[config.mk]
export PLATFORM = sky130hd
export DESIGN_NAME = key_scheduler_flat
export DESIGN_NICKNAME = d
export VERILOG_FILES = /design/src/rtl/key_scheduler_if.sv /design/src/rtl/key_scheduler.sv /design/src/flat_wrapper.sv
export SDC_FILE = /design/constraint.sdc
export NUM_CORES = 1
export LEC_CHECK = 0
export ABC_AREA = 1
export CAP_MARGIN = 15
export CORE_AREA = 2 2 77 116
export DETAILED_ROUTE_END_ITERATION = 10
export DIE_AREA = 0 0 79 118
export GPL_TIMING_DRIVEN = 0
export PLACE_DENSITY = 0.59
export SETUP_SLACK_MARGIN = 0.05
export SYNTH_ARGS = -nofsm -noshare
export SYNTH_HDL_FRONTEND = slang
export SYNTH_SLANG_ARGS = --single-unit
[constraint.sdc]
create_clock -name clk -period 3.14 [get_ports clk]
set_input_delay 0.471 -clock clk [delete_from_list [all_inputs] [get_ports clk]]
set_output_delay 0.471 -clock clk [all_outputs]
set_load 0.02 [all_outputs]
[src/rtl/key_scheduler_if.sv]
// Command handshake between the key scheduler and the time-setting logic.
// The scheduler is the master; the consumer drives cmd_ready.
interface key_scheduler_if #(
    parameter int KW = 2
);
    logic          cmd_valid;
    logic [KW-1:0] cmd_key;
    logic          cmd_rpt;
    logic          cmd_ready;

    modport master (
        output cmd_valid,
        output cmd_key,
        output cmd_rpt,
        input  cmd_ready
    );

    modport slave (
        input  cmd_valid,
        input  cmd_key,
        input  cmd_rpt,
        output cmd_ready
    );
endinterface

[src/rtl/key_scheduler.sv]
// Grants one debounced key at a time; emits a press command, then
// auto-repeats while held, through a stallable valid/ready handshake.
module key_scheduler #(
    parameter int NKEYS    = 4,
    parameter int KW       = 2,
    parameter int CW       = 26,
    parameter int HOLD_DLY = 50000000,
    parameter int RPT_DLY  = 10000000
) (
    input  logic             clk,
    input  logic             rst_n,
    input  logic [NKEYS-1:0] clean,
    key_scheduler_if.master  cmd,
    output logic             busy
);

    typedef enum logic [1:0] {
        IDLE = 2'd0,
        PEND = 2'd1,
        HOLD = 2'd2
    } state_t;

    // Thresholds are compared against the post-increment count, so the
    // spacing between command starts equals the configured delay.
    localparam logic [CW:0] HOLD_THR = (CW+1)'(HOLD_DLY - 1);
    localparam logic [CW:0] RPT_THR  = (CW+1)'(RPT_DLY - 1);

    state_t           state;
    logic [NKEYS-1:0] prev;
    logic [CW-1:0]    cnt;
    logic             rpt_seen;

    logic [NKEYS-1:0] rise;
    logic             any_rise;
    logic [KW-1:0]    win;
    logic             own_lvl;
    logic [CW:0]      cnt_nx;
    logic [CW:0]      thr;
    logic             fire;

    assign rise     = clean & ~prev;
    assign any_rise = |rise;
    assign own_lvl  = clean[cmd.cmd_key];
    assign cnt_nx   = {1'b0, cnt} + (CW+1)'(1);
    assign thr      = rpt_seen ? RPT_THR : HOLD_THR;
    assign fire     = (cnt_nx >= thr);

    // Lowest-index rising key wins arbitration.
    always_comb begin
        win = '0;
        for (int i = NKEYS - 1; i >= 0; i--) begin
            if (rise[i]) win = KW'(i);
        end
    end

    // Scheduler FSM with registered command outputs and hold counter.
    always_ff @(posedge clk or negedge rst_n) begin
        if (!rst_n) begin
            state         <= IDLE;
            prev          <= '1;
            cnt           <= '0;
            rpt_seen      <= 1'b0;
            busy          <= 1'b0;
            cmd.cmd_valid <= 1'b0;
            cmd.cmd_key   <= '0;
            cmd.cmd_rpt   <= 1'b0;
        end else begin
            prev <= clean;
            unique case (state)
                IDLE: begin
                    if (any_rise) begin
                        state         <= PEND;
                        cmd.cmd_valid <= 1'b1;
                        cmd.cmd_key   <= win;
                        cmd.cmd_rpt   <= 1'b0;
                        busy          <= 1'b1;
                        cnt           <= '0;
                        rpt_seen      <= 1'b0;
                    end
                end
                PEND: begin
                    if (cmd.cmd_ready) begin
                        cmd.cmd_valid <= 1'b0;
                        if (own_lvl) begin
                            state <= HOLD;
                            cnt   <= '0;
                        end else begin
                            state <= IDLE;
                            busy  <= 1'b0;
                        end
                    end
                end
                HOLD: begin
                    if (!own_lvl) begin
                        state <= IDLE;
                        busy  <= 1'b0;
                    end else if (fire) begin
                        state         <= PEND;
                        cmd.cmd_valid <= 1'b1;
                        cmd.cmd_rpt   <= 1'b1;
                        cnt           <= '0;
                        rpt_seen      <= 1'b1;
                    end else if (!(&cnt)) begin
                        cnt <= cnt_nx[CW-1:0];
                    end
                end
                default: begin
                    state <= IDLE;
                    busy  <= 1'b0;
                end
            endcase
        end
    end

endmodule

[src/flat_wrapper.sv]
// flat-port wrapper written by rule: the top's interface ports become plain ports
module key_scheduler_flat 
#(
    parameter int NKEYS    = 4,
    parameter int KW       = 2,
    parameter int CW       = 26,
    parameter int HOLD_DLY = 50000000,
    parameter int RPT_DLY  = 10000000
)
  (clk, rst_n, clean, busy, cmd_cmd_valid, cmd_cmd_key, cmd_cmd_rpt, cmd_cmd_ready);
  key_scheduler_if #(.KW(KW)) cmd_i ();
  input  logic clk;
  input  logic rst_n;
  input  logic [NKEYS-1:0] clean;
  output logic busy;
  output wire logic [$bits(cmd_i.cmd_valid)-1:0] cmd_cmd_valid;
  output wire logic [$bits(cmd_i.cmd_key)-1:0] cmd_cmd_key;
  output wire logic [$bits(cmd_i.cmd_rpt)-1:0] cmd_cmd_rpt;
  input wire logic [$bits(cmd_i.cmd_ready)-1:0] cmd_cmd_ready;
  assign cmd_cmd_valid = cmd_i.cmd_valid;
  assign cmd_cmd_key = cmd_i.cmd_key;
  assign cmd_cmd_rpt = cmd_i.cmd_rpt;
  assign cmd_i.cmd_ready = cmd_cmd_ready;
  key_scheduler #(.NKEYS(NKEYS), .KW(KW), .CW(CW), .HOLD_DLY(HOLD_DLY), .RPT_DLY(RPT_DLY)) u_core (.clk(clk), .rst_n(rst_n), .clean(clean), .cmd(cmd_i), .busy(busy));
endmodule
======== After elaboration in Yosys (flattened, before gate mapping) ========
Cells that the tools add are included.
storage, ports and cells
  memory bits (writable) .................. 0
  bits of input ports ..................... 7
  output and inout bits ................... 5
  flip-flop bits (word level) ............. 37
  latch bits .............................. 0
  memories kept ........................... 0
  logic and storage cells ................. 62
  memory bits (read-only) ................. 0
operators by class
  bitwise operators ....................... 2
  shifts and indexed selects .............. 0
  $mul .................................... 0
  equal/unequal tests ..................... 9
  divide/modulo/power cells ............... 0
  magnitude comparators ................... 2
  $add $sub $neg .......................... 1
  reduce and logical (&&, ||, !) cells .... 11
  mux-type cells .......................... 30
operator list
  kind                                                                           number
  26-bit 2-to-1 mux                                                              7
  26-bit one-hot mux with 3 select lines                                         1
  26-bit by 1-bit adder with 27-bit output (second input constant)               1
  27-bit >= comparator                                                           1
  26-bit AND reduction                                                           1
  2-bit 2-to-1 mux                                                               9
  1-bit 2-to-1 mux                                                               8
  2-bit by 1-bit inequality test with 1-bit output (second input constant)       4
  1-bit one-hot mux with 3 select lines                                          2
  2-bit one-hot mux with 3 select lines                                          1
  6-bit AND reduction                                                            1
  5-bit AND reduction                                                            1
  4-bit AND                                                                      1
  4-bit inverter                                                                 1
  2-bit AND reduction                                                            2
  4-bit AND reduction                                                            1
  4-bit OR reduction                                                             1
  2-bit by 3-bit less-than comparator with 1-bit output (second input constant)  1
  3-bit by 2-bit inequality test with 1-bit output (second input constant)       1
  3-bit inequality test (second input constant)                                  1
  3-bit AND reduction                                                            1
  3-bit nonzero test                                                             1
  1-bit binary-select mux with 2-bit select                                      1
  2-bit by 1-bit equality test with 1-bit output (second input constant)         1
  other kinds (5)                                                                5

======== Longest topological paths before layout ========
Gate-level depths: netlist of the first run.
  word-level depth ........................ 6
  depth in mapped cells ................... 26
  mapped depth without buffers ............ 26

======== Worst setup path before layout of the first run ========
No wires, ideal clock.
  kind .................................... reg2reg
  start ................................... register u_core.cnt[1]
  end ..................................... register u_core.cnt[3]
  cell stages (with the launch flop) ...... 22
  data required time ...................... 3.008 ns
  setup time .............................. 0.132 ns
  path buffers ............................ 1
  data arrival time ....................... 2.602 ns
  path slack .............................. 0.406 ns
  clock period less this slack ............ 2.734 ns
  path through ............................ dfrtp_1 > ha_1 > nand2_2 > nor2_4 > nand3_2 > nor3_1 > xor2_1 > ha_1 > nand3_1 > nor2_1 > nand2_1 > nor2_1 > nand2_1 > nor2_1 > nand2_1 > nor2_1 > nand2_1 > nand2_4 > nor2_8 > buf_8 > nand3_1 > o21ai_0
between the ends
  longest elaborated chain between the ends .. 5
  elaborated cells between the ends (all ways) .. 9
  those cells by class .................... 1 x add/sub; 1 x order compare; 1 x eq/ne; 4 x mux; 2 x reduce/logical
RTL lines
  item                                                       line                                       source
  start: declaration                                         key_scheduler.sv:30                        logic [CW-1:0] cnt;
  start signal: assignment                                   key_scheduler.sv:104                       cnt <= cnt_nx[CW-1:0];
  26-bit by 1-bit adder with 27-bit output                   key_scheduler.sv:44                        assign cnt_nx = {1'b0, cnt} + (CW+1)'(1);
  27-bit >= comparator or 26-bit 2-to-1 mux (tied branches)  key_scheduler.sv:46, key_scheduler.sv:103
  26-bit 2-to-1 mux                                          key_scheduler.sv:97                        end else if (fire) begin
  26-bit 2-to-1 mux                                          key_scheduler.sv:94                        if (!own_lvl) begin
  26-bit one-hot mux with 3 select lines                     key_scheduler.sv:69                        unique case (state)
Several ways; a longest one is shown, not always the timed one. The select of a mux whose other input is x is not followed.
A chain may end at the register's enable or synchronous reset.

======== Worst setup path in the final report of the first run ========
  start ................................... register u_core.cnt[3]
  end ..................................... register u_core.cnt[16]
The elaborated chain is that of the path after synthesis.

==> run summary, run 1 <==
Fmax - 0.3380 GHz
First-pass GRT wire length - 12630 um
I/O pin total - 12
ANT nets after route - 0
Crit path capture - u_core.cnt[16]
Synth unique cells - 33
TritonCTS clock tree - yes
CTS buffer count - 5
Area Overhead vs Synth - 25.10%
Hold WC Path Type - input port to async pin
Clock Latency Late Sink - 0.29 ns
Max-slew violations - 0
Mapped cell area - 0.002866 mm^2
Pwr Density - 557.1 mW/mm^2
Register area share after synthesis - 0.3247
Synth Instances - 429
Worst Max-Slew Pin Slew - 0.6031 ns
Crit path time final - 2.959 ns
Worst Setup Start Kind - register
Post-route clock period utilization - 0.9423
FP Rows - 41
Crit-path max FO - 10
MaxCap Viol Count - 0
Cell mode on critical path - nor2_4
Final Setup Violations - 0
Gpl congestion - 0.8972
Total negative slack - 0 ns
Clock root cell - clkbuf_16
H-tree Lvls - 2
Unrepaired setup endpoints after global routing - yes
WL/cell - 13.65 um
Final hold slack - 0.06334 ns
Slew headroom - 0.5979
Placed inst area - 0.003126 mm^2
DR vias - 2794
CTS sink cnt - 37
R2R Setup Slk - 0.18 ns
Fraction of layout cells with a size suffix above 1 - 0.1891
Peak supply drop - 0.0005028 V
Post-DP HPWL - 5733 um
Crit path from - u_core.cnt[3]
Setup CP Type - register to register
GRT overflow - 0
Run status - finished clean
Diodes inserted - 0
Vias per inst - 4.928
Leakage power - 1.772 nW
Final Hold Fails - 0
Vias in the first global route - 2773
Clock Tree Buf Depth - 2
Post-route design area - 0.003586 mm^2
Initial Util - 0.3449
Critical path arrival - 3.17 ns
Total GRT Usage - 0.1720
Port-buffer cells - 11
Largest net degree at the start of global routing - 28
Chip width - 79 um
Reg-to-Reg Start - u_core.cnt[3]
Worst R2R Path Depth - 20
Avg Inst Size Synth - 6.682 um^2
Worst Setup Slack, final - 0.1812 ns
Warnings, synthesis - 0
Clock tree skew after final layout - 0.006514 ns
Core area - 0.008310 mm^2
Initial antenna violation count - 0
Detailed Route Iter0 Violations - 160
WP data required - 3.35 ns
Routed WL - 7738 um
Synth Net Count - 450
Final core occ - 0.4315
# DRC - 0
#FFs+latches synth - 37
Die area - 0.009322 mm^2
Die height - 118 um
DRT Pass-1 Iters - 4
Filler cell count - 873
Clock transition at the registers of the reported paths - 0.06 ns
Worst slack, placed - -0.2262 ns
Fin nets - 480
CP max-delay cell - dfrtp_1
Reg2Reg Capture Point - u_core.cnt[16]
CP peak stage delay - 0.42 ns
Worst-path cell chain - nand2_2, nor2_4, nand2_4, nor2_4, nand3_2, nor2_4, nand4_1, xor2_1, inv_1, ha_4, nand2_1, inv_1, nand3_2, nor2_1, nor2_2, nand2_4, nor2_8, clkbuf_16, nand3_1, o21ai_1
Crit path capture type - register
worst min path at each step:
stage                                       to  slack (ns)
after floorplan                    u_core.busy        0.18
after global placement    u_core.cmd.cmd_valid        0.48
after detailed placement         u_core.cnt[7]        0.38
after CTS                       u_core.cnt[23]        0.07
after global routing             u_core.cnt[8]        0.08
final                           u_core.cnt[23]        0.06
per-stage QoR:
stage	power [mW]	std cells
floorplan	1.118	429
global placement	1.408	547
detailed placement	1.418	548
CTS	1.943	557
global route	2.144	567
finish	1.998	567
metal layers:
layer  GRT usage  part of all wire  up-vias
met5           0                 0        -
met4     0.08405             0.029        0
met3     0.02684             0.027       14
met2      0.3194              0.55       44
met1      0.1825              0.40     1317
li1            -                 -     1419
registers in the layout (all words and copies together) (netlist names):
signal and count:
u_core.cmd.cmd_valid 1, u_core.state 2, u_core.cnt 26, u_core.cmd.cmd_rpt 1
u_core.prev 4, u_core.busy 1, u_core.cmd.cmd_key 2
what timing repair did:
action / CTS / global route
setup endpoints to repair: 30 / 30
gates cloned: 0 / 1
hold buffers: 0 / 0
setup buffers: 1 / 9
endpoints found under the hold margin: 0 / 0
pin swaps: 1 / 12
resized for setup: 9 / 46
final cells by class:
cell class,instances,area [um^2],area share
plain buffers,7,55.05,0.01535
clock buffers,8,146.4,0.04082
inverters,68,255.2,0.07118
multi-input cells,317,1834,0.5115
flip-flops and latches,37,935.9,0.2610
well taps,107,133.9,0.03733
repair buffers,23,225.2,0.06281
critical path: cells and delay by family, from the launching register on:
kind	cells	cell delay [ns]
compound gates	1	0.08
xor+xnor	1	0.19
flops	1	0.42
fa+ha+maj	1	0.22
buf+inv	3	0.35
simple gates	14	1.62
Yosys cell counts:
library cell  number  area (um^2)
a21oi_1            7        35.03
nand4_1            8        50.05
nor2_8             1        20.02
or2_2              1        6.260
nand3b_1           8        60.06
nand3_1           40        200.2
inv_1             68        255.2
a22o_1             1        8.760
a21boi_0           2        15.01
nor2_2             4        25.02
nand3_2            4        40.04
o22ai_1            2        12.51
xor2_1             4        35.03
ha_1              14        175.2
o21ai_1           10        50.05
clkbuf_4           1        7.510
nand2_2            4        25.02
xnor2_1            4        35.03
o21ai_0           22        110.1
o21bai_2           1        11.26
nor2_4             2        22.52
buf_2              2        10.01
nor3_1             2        10.01
nand2_4            2        22.52
and2_1             1        6.260
dfrtp_1           33        825.8
buf_8              1        15.01
nand2_1          130        488.0
o31ai_1            1        7.510
dfstp_2            4        105.1
nor2_1            42        157.7
clkbuf_1           2        7.510
buf_6              1        11.26
cells in the final DEF, fill, tap and decap left out, types with 2 or more instances in the layout:
cell / count
nand2_1: 120
nand2_2: 11
dfrtp_2: 4
ha_1: 12
clkdlybuf4s50_1: 10
a21boi_0: 2
xor2_1: 4
xnor2_1: 4
buf_2: 3
nand3_1: 28
clkbuf_1: 4
nor2_4: 9
buf_4: 10
nand2_4: 5
dfstp_2: 4
ha_4: 2
a21oi_1: 7
o21ai_1: 10
nand3_2: 15
nand3b_1: 8
buf_8: 2
nor2_2: 6
nand4_1: 8
o22ai_1: 2
clkbuf_16: 6
o21ai_0: 21
inv_1: 67
dfrtp_1: 29
nor2_1: 33
power by group:
part,leakage (nW),internal [mW],total (mW),switching (mW)
Sequential,0.486,0.534,0.607,0.0731
Combinational,1.22,0.284,0.878,0.594
Clock,0.0712,0.317,0.513,0.196
cells by family after synthesis:
kind of cell / share of synthesized area
XOR/XNOR: 0.02444
flip-flops: 0.3247
AO/OA/AOI/OAI: 0.08730
adder cells (fa/ha/maj): 0.06111
buffers and inverters: 0.1069
AND/OR/NAND/NOR: 0.3955
(Power assumes the default switching activity.)
==> run 2: changes to the inputs <==
--- a/config.mk
+++ b/config.mk
@@ -7,9 +7,9 @@
 export LEC_CHECK = 0
 export ABC_AREA = 1
 export CAP_MARGIN = 15
-export CORE_AREA = 2 2 77 116
+export CORE_AREA = 2 2 84 107
 export DETAILED_ROUTE_END_ITERATION = 10
-export DIE_AREA = 0 0 79 118
+export DIE_AREA = 0 0 86 109
 export GPL_TIMING_DRIVEN = 0
 export PLACE_DENSITY = 0.59
 export SETUP_SLACK_MARGIN = 0.05
==> constraint.sdc (replaced) <==
create_clock -name clk -period 3.8 [get_ports clk]
set_input_delay 0.57 -clock clk [delete_from_list [all_inputs] [get_ports clk]]
set_output_delay 0.57 -clock clk [all_outputs]
set_load 0.02 [all_outputs]
==> run summary, run 2 (synthesized netlist as in run 1, its figures left out) <==
Largest Register - u_core.cnt
DR vias - 2703
Leakage power - 1.661 nW
Initial Util - 0.3406
Max FFs per register - 26
First-pass GRT wire length - 12640 um
Pwr Density - 483.8 mW/mm^2
Most frequent cells in the layout - 130 x nand2_1, 68 x inv_1, 40 x nor2_1, 40 x nand3_1, 33 x dfrtp_1
FP Rows - 38
Met2 WL post-DR - 3545 um
Net Sw Frac - 0.4220
MaxCap Viol Count - 0
Core area - 0.008416 mm^2
Clock Tree Buf Depth - 2
Largest net degree at the start of global routing - 38
Die height - 109 um
GRT overflow - 0
Unrepaired setup endpoints after global routing - no
Regs by FF count - u_core.cnt: 26 flops, u_core.prev: 4 flops
Routed WL - 7181 um
Gpl congestion - 0.9010
Max-slew violations - 0
Crit path capture type - register
Post-Layout Cell Count - 549
CTS buffer count - 5
Hold WC Path Type - input port to async pin
Clock root cell - clkbuf_8
Final Hold Fails - 0
Fraction of layout cells with a size suffix above 1 - 0.08909
Most common cell after layout, fill and taps aside - nand2_1
Post-DP HPWL - 5478 um
Detailed Route Iter0 Violations - 170
Seq pwr share - 0.313
Clock Latency Late Sink - 0.30 ns
WP data required - 3.94 ns
Clock transition at the registers of the reported paths - 0.09 ns
Slew headroom - 0.5977
Worst Setup Start Kind - register
Area Overhead vs Synth - 13.57%
Total negative slack - 0 ns
# DRC - 0
Port-buffer cells - 11
Clock tree skew after final layout - 0.01389 ns
Internal power - 0.9103 mW
Vias in the first global route - 2731
H-tree Lvls - 2
Post-Place Cells - 541
Crit-path max FO - 10
ANT nets after route - 0
DRT Pass-1 Iters - 4
Final Setup Violations - 0
Peak supply drop - 0.0002744 V
Crit path time final - 3.263 ns
Chip width - 86 um
Clock power frac - 0.267
Met1 WL - 3133 um
Fmax - 0.3065 GHz
Final hold slack - 0.2263 ns
Met3 WL - 227 um
Critical path arrival - 3.41 ns
Setup CP Type - register to register
I/O pin total - 12
Initial antenna violation count - 0
Post-route clock period utilization - 0.8586
Die area - 0.009374 mm^2
Worst Max-Slew Pin Slew - 0.6035 ns
Vias per inst - 4.923
Run status - finished clean
NetSw - 0.6646 mW
Fin nets - 469
TritonCTS clock tree - yes
CTS sink cnt - 37
Combinational share of power - 0.420
Total GRT Usage - 0.1711
Uppermost layer routed - met4
Diodes inserted - 0
WL/cell - 13.08 um
run 2: worst paths after layout:
kind | startpoint | endpoint | slack [ns] | cells past startpoint
min in group clk | u_core.cmd.cmd_valid | u_core.cmd.cmd_valid | 0.53 | 2
worst min register to register | u_core.cmd.cmd_valid | u_core.cmd.cmd_valid | 0.53 | 2
max in group asynchronous | rst_n | u_core.prev[2] | 3.31 | 2
worst max register to register | u_core.cnt[1] | u_core.cnt[3] | 0.54 | 21
worst max-delay path | u_core.cnt[1] | u_core.cnt[3] | 0.54 | 21
worst min-delay path | rst_n | u_core.cnt[19] | 0.23 | 2
run 2: cell type report:
| cell class | instances | area [um^2] |
|---|---|---|
| Inverter | 68 | 255.2 |
| Fill cell | 874 | 5160 |
| Timing Repair Buffer | 12 | 125.1 |
| Clock inverter | 3 | 65.06 |
| Clock buffer | 5 | 68.82 |
| Buffer | 7 | 51.30 |
| Sequential cell | 37 | 930.9 |
| Multi-Input combinational cell | 317 | 1634 |
| Tap cell | 100 | 125.1 |
run 2: critical path, cell delays in order (launching register included):
cell,delay [ns]
dfrtp_1,0.46
ha_1,0.24
nand2_2,0.10
nor2_4,0.17
nand3_2,0.19
nor3_1,0.23
xor2_1,0.14
ha_1,0.36
nand3_1,0.10
nor2_1,0.09
nand2_1,0.06
nor2_1,0.08
nand2_1,0.06
nor2_1,0.12
nand2_1,0.06
nor2_1,0.09
nand2_1,0.08
nand2_4,0.11
nor2_8,0.07
buf_8,0.15
nand3_1,0.06
o21ai_0,0.09
run 2: timing repair:
action | in CTS | in global routing
setup endpoints to repair | 0 | 25
gates resized for setup | 0 | 2
setup buffers | 0 | 0
hold buffers | 0 | 0
hold endpoints to repair | 0 | 0
run 2: stage by stage:
step	power, mW	setup slack (ns)	instance area (um^2)	util
after CTS	1.592	0.4281	3251	0.3863
after global routing	1.693	0.1089	3256	0.3869
after floorplan	0.9238	1.066	2867	-
after global placement	1.164	0.4421	3102	0.3686
final	1.575	0.5374	3256	0.3869
after detailed placement	1.166	0.4482	3117	0.3704
run 2: power groups by stage:
| stage | combinational, mW | sequential (mW) | clock (mW) |
|---|---|---|---|
| floorplan | 0.406 | 0.518 | 0 |
| global placement | 0.665 | 0.499 | 0 |
| detailed placement | 0.667 | 0.499 | 0 |
| CTS | 0.668 | 0.492 | 0.432 |
| global route | 0.749 | 0.500 | 0.444 |
| finish | 0.662 | 0.493 | 0.420 |
run 2: per-layer routing:
metal | track usage | up-vias
li1 | - | 1392
met1 | 0.2052 | 1223
met2 | 0.3012 | 69
met3 | 0.02650 | 19
met4 | 0.07370 | 0
met5 | 0 | -
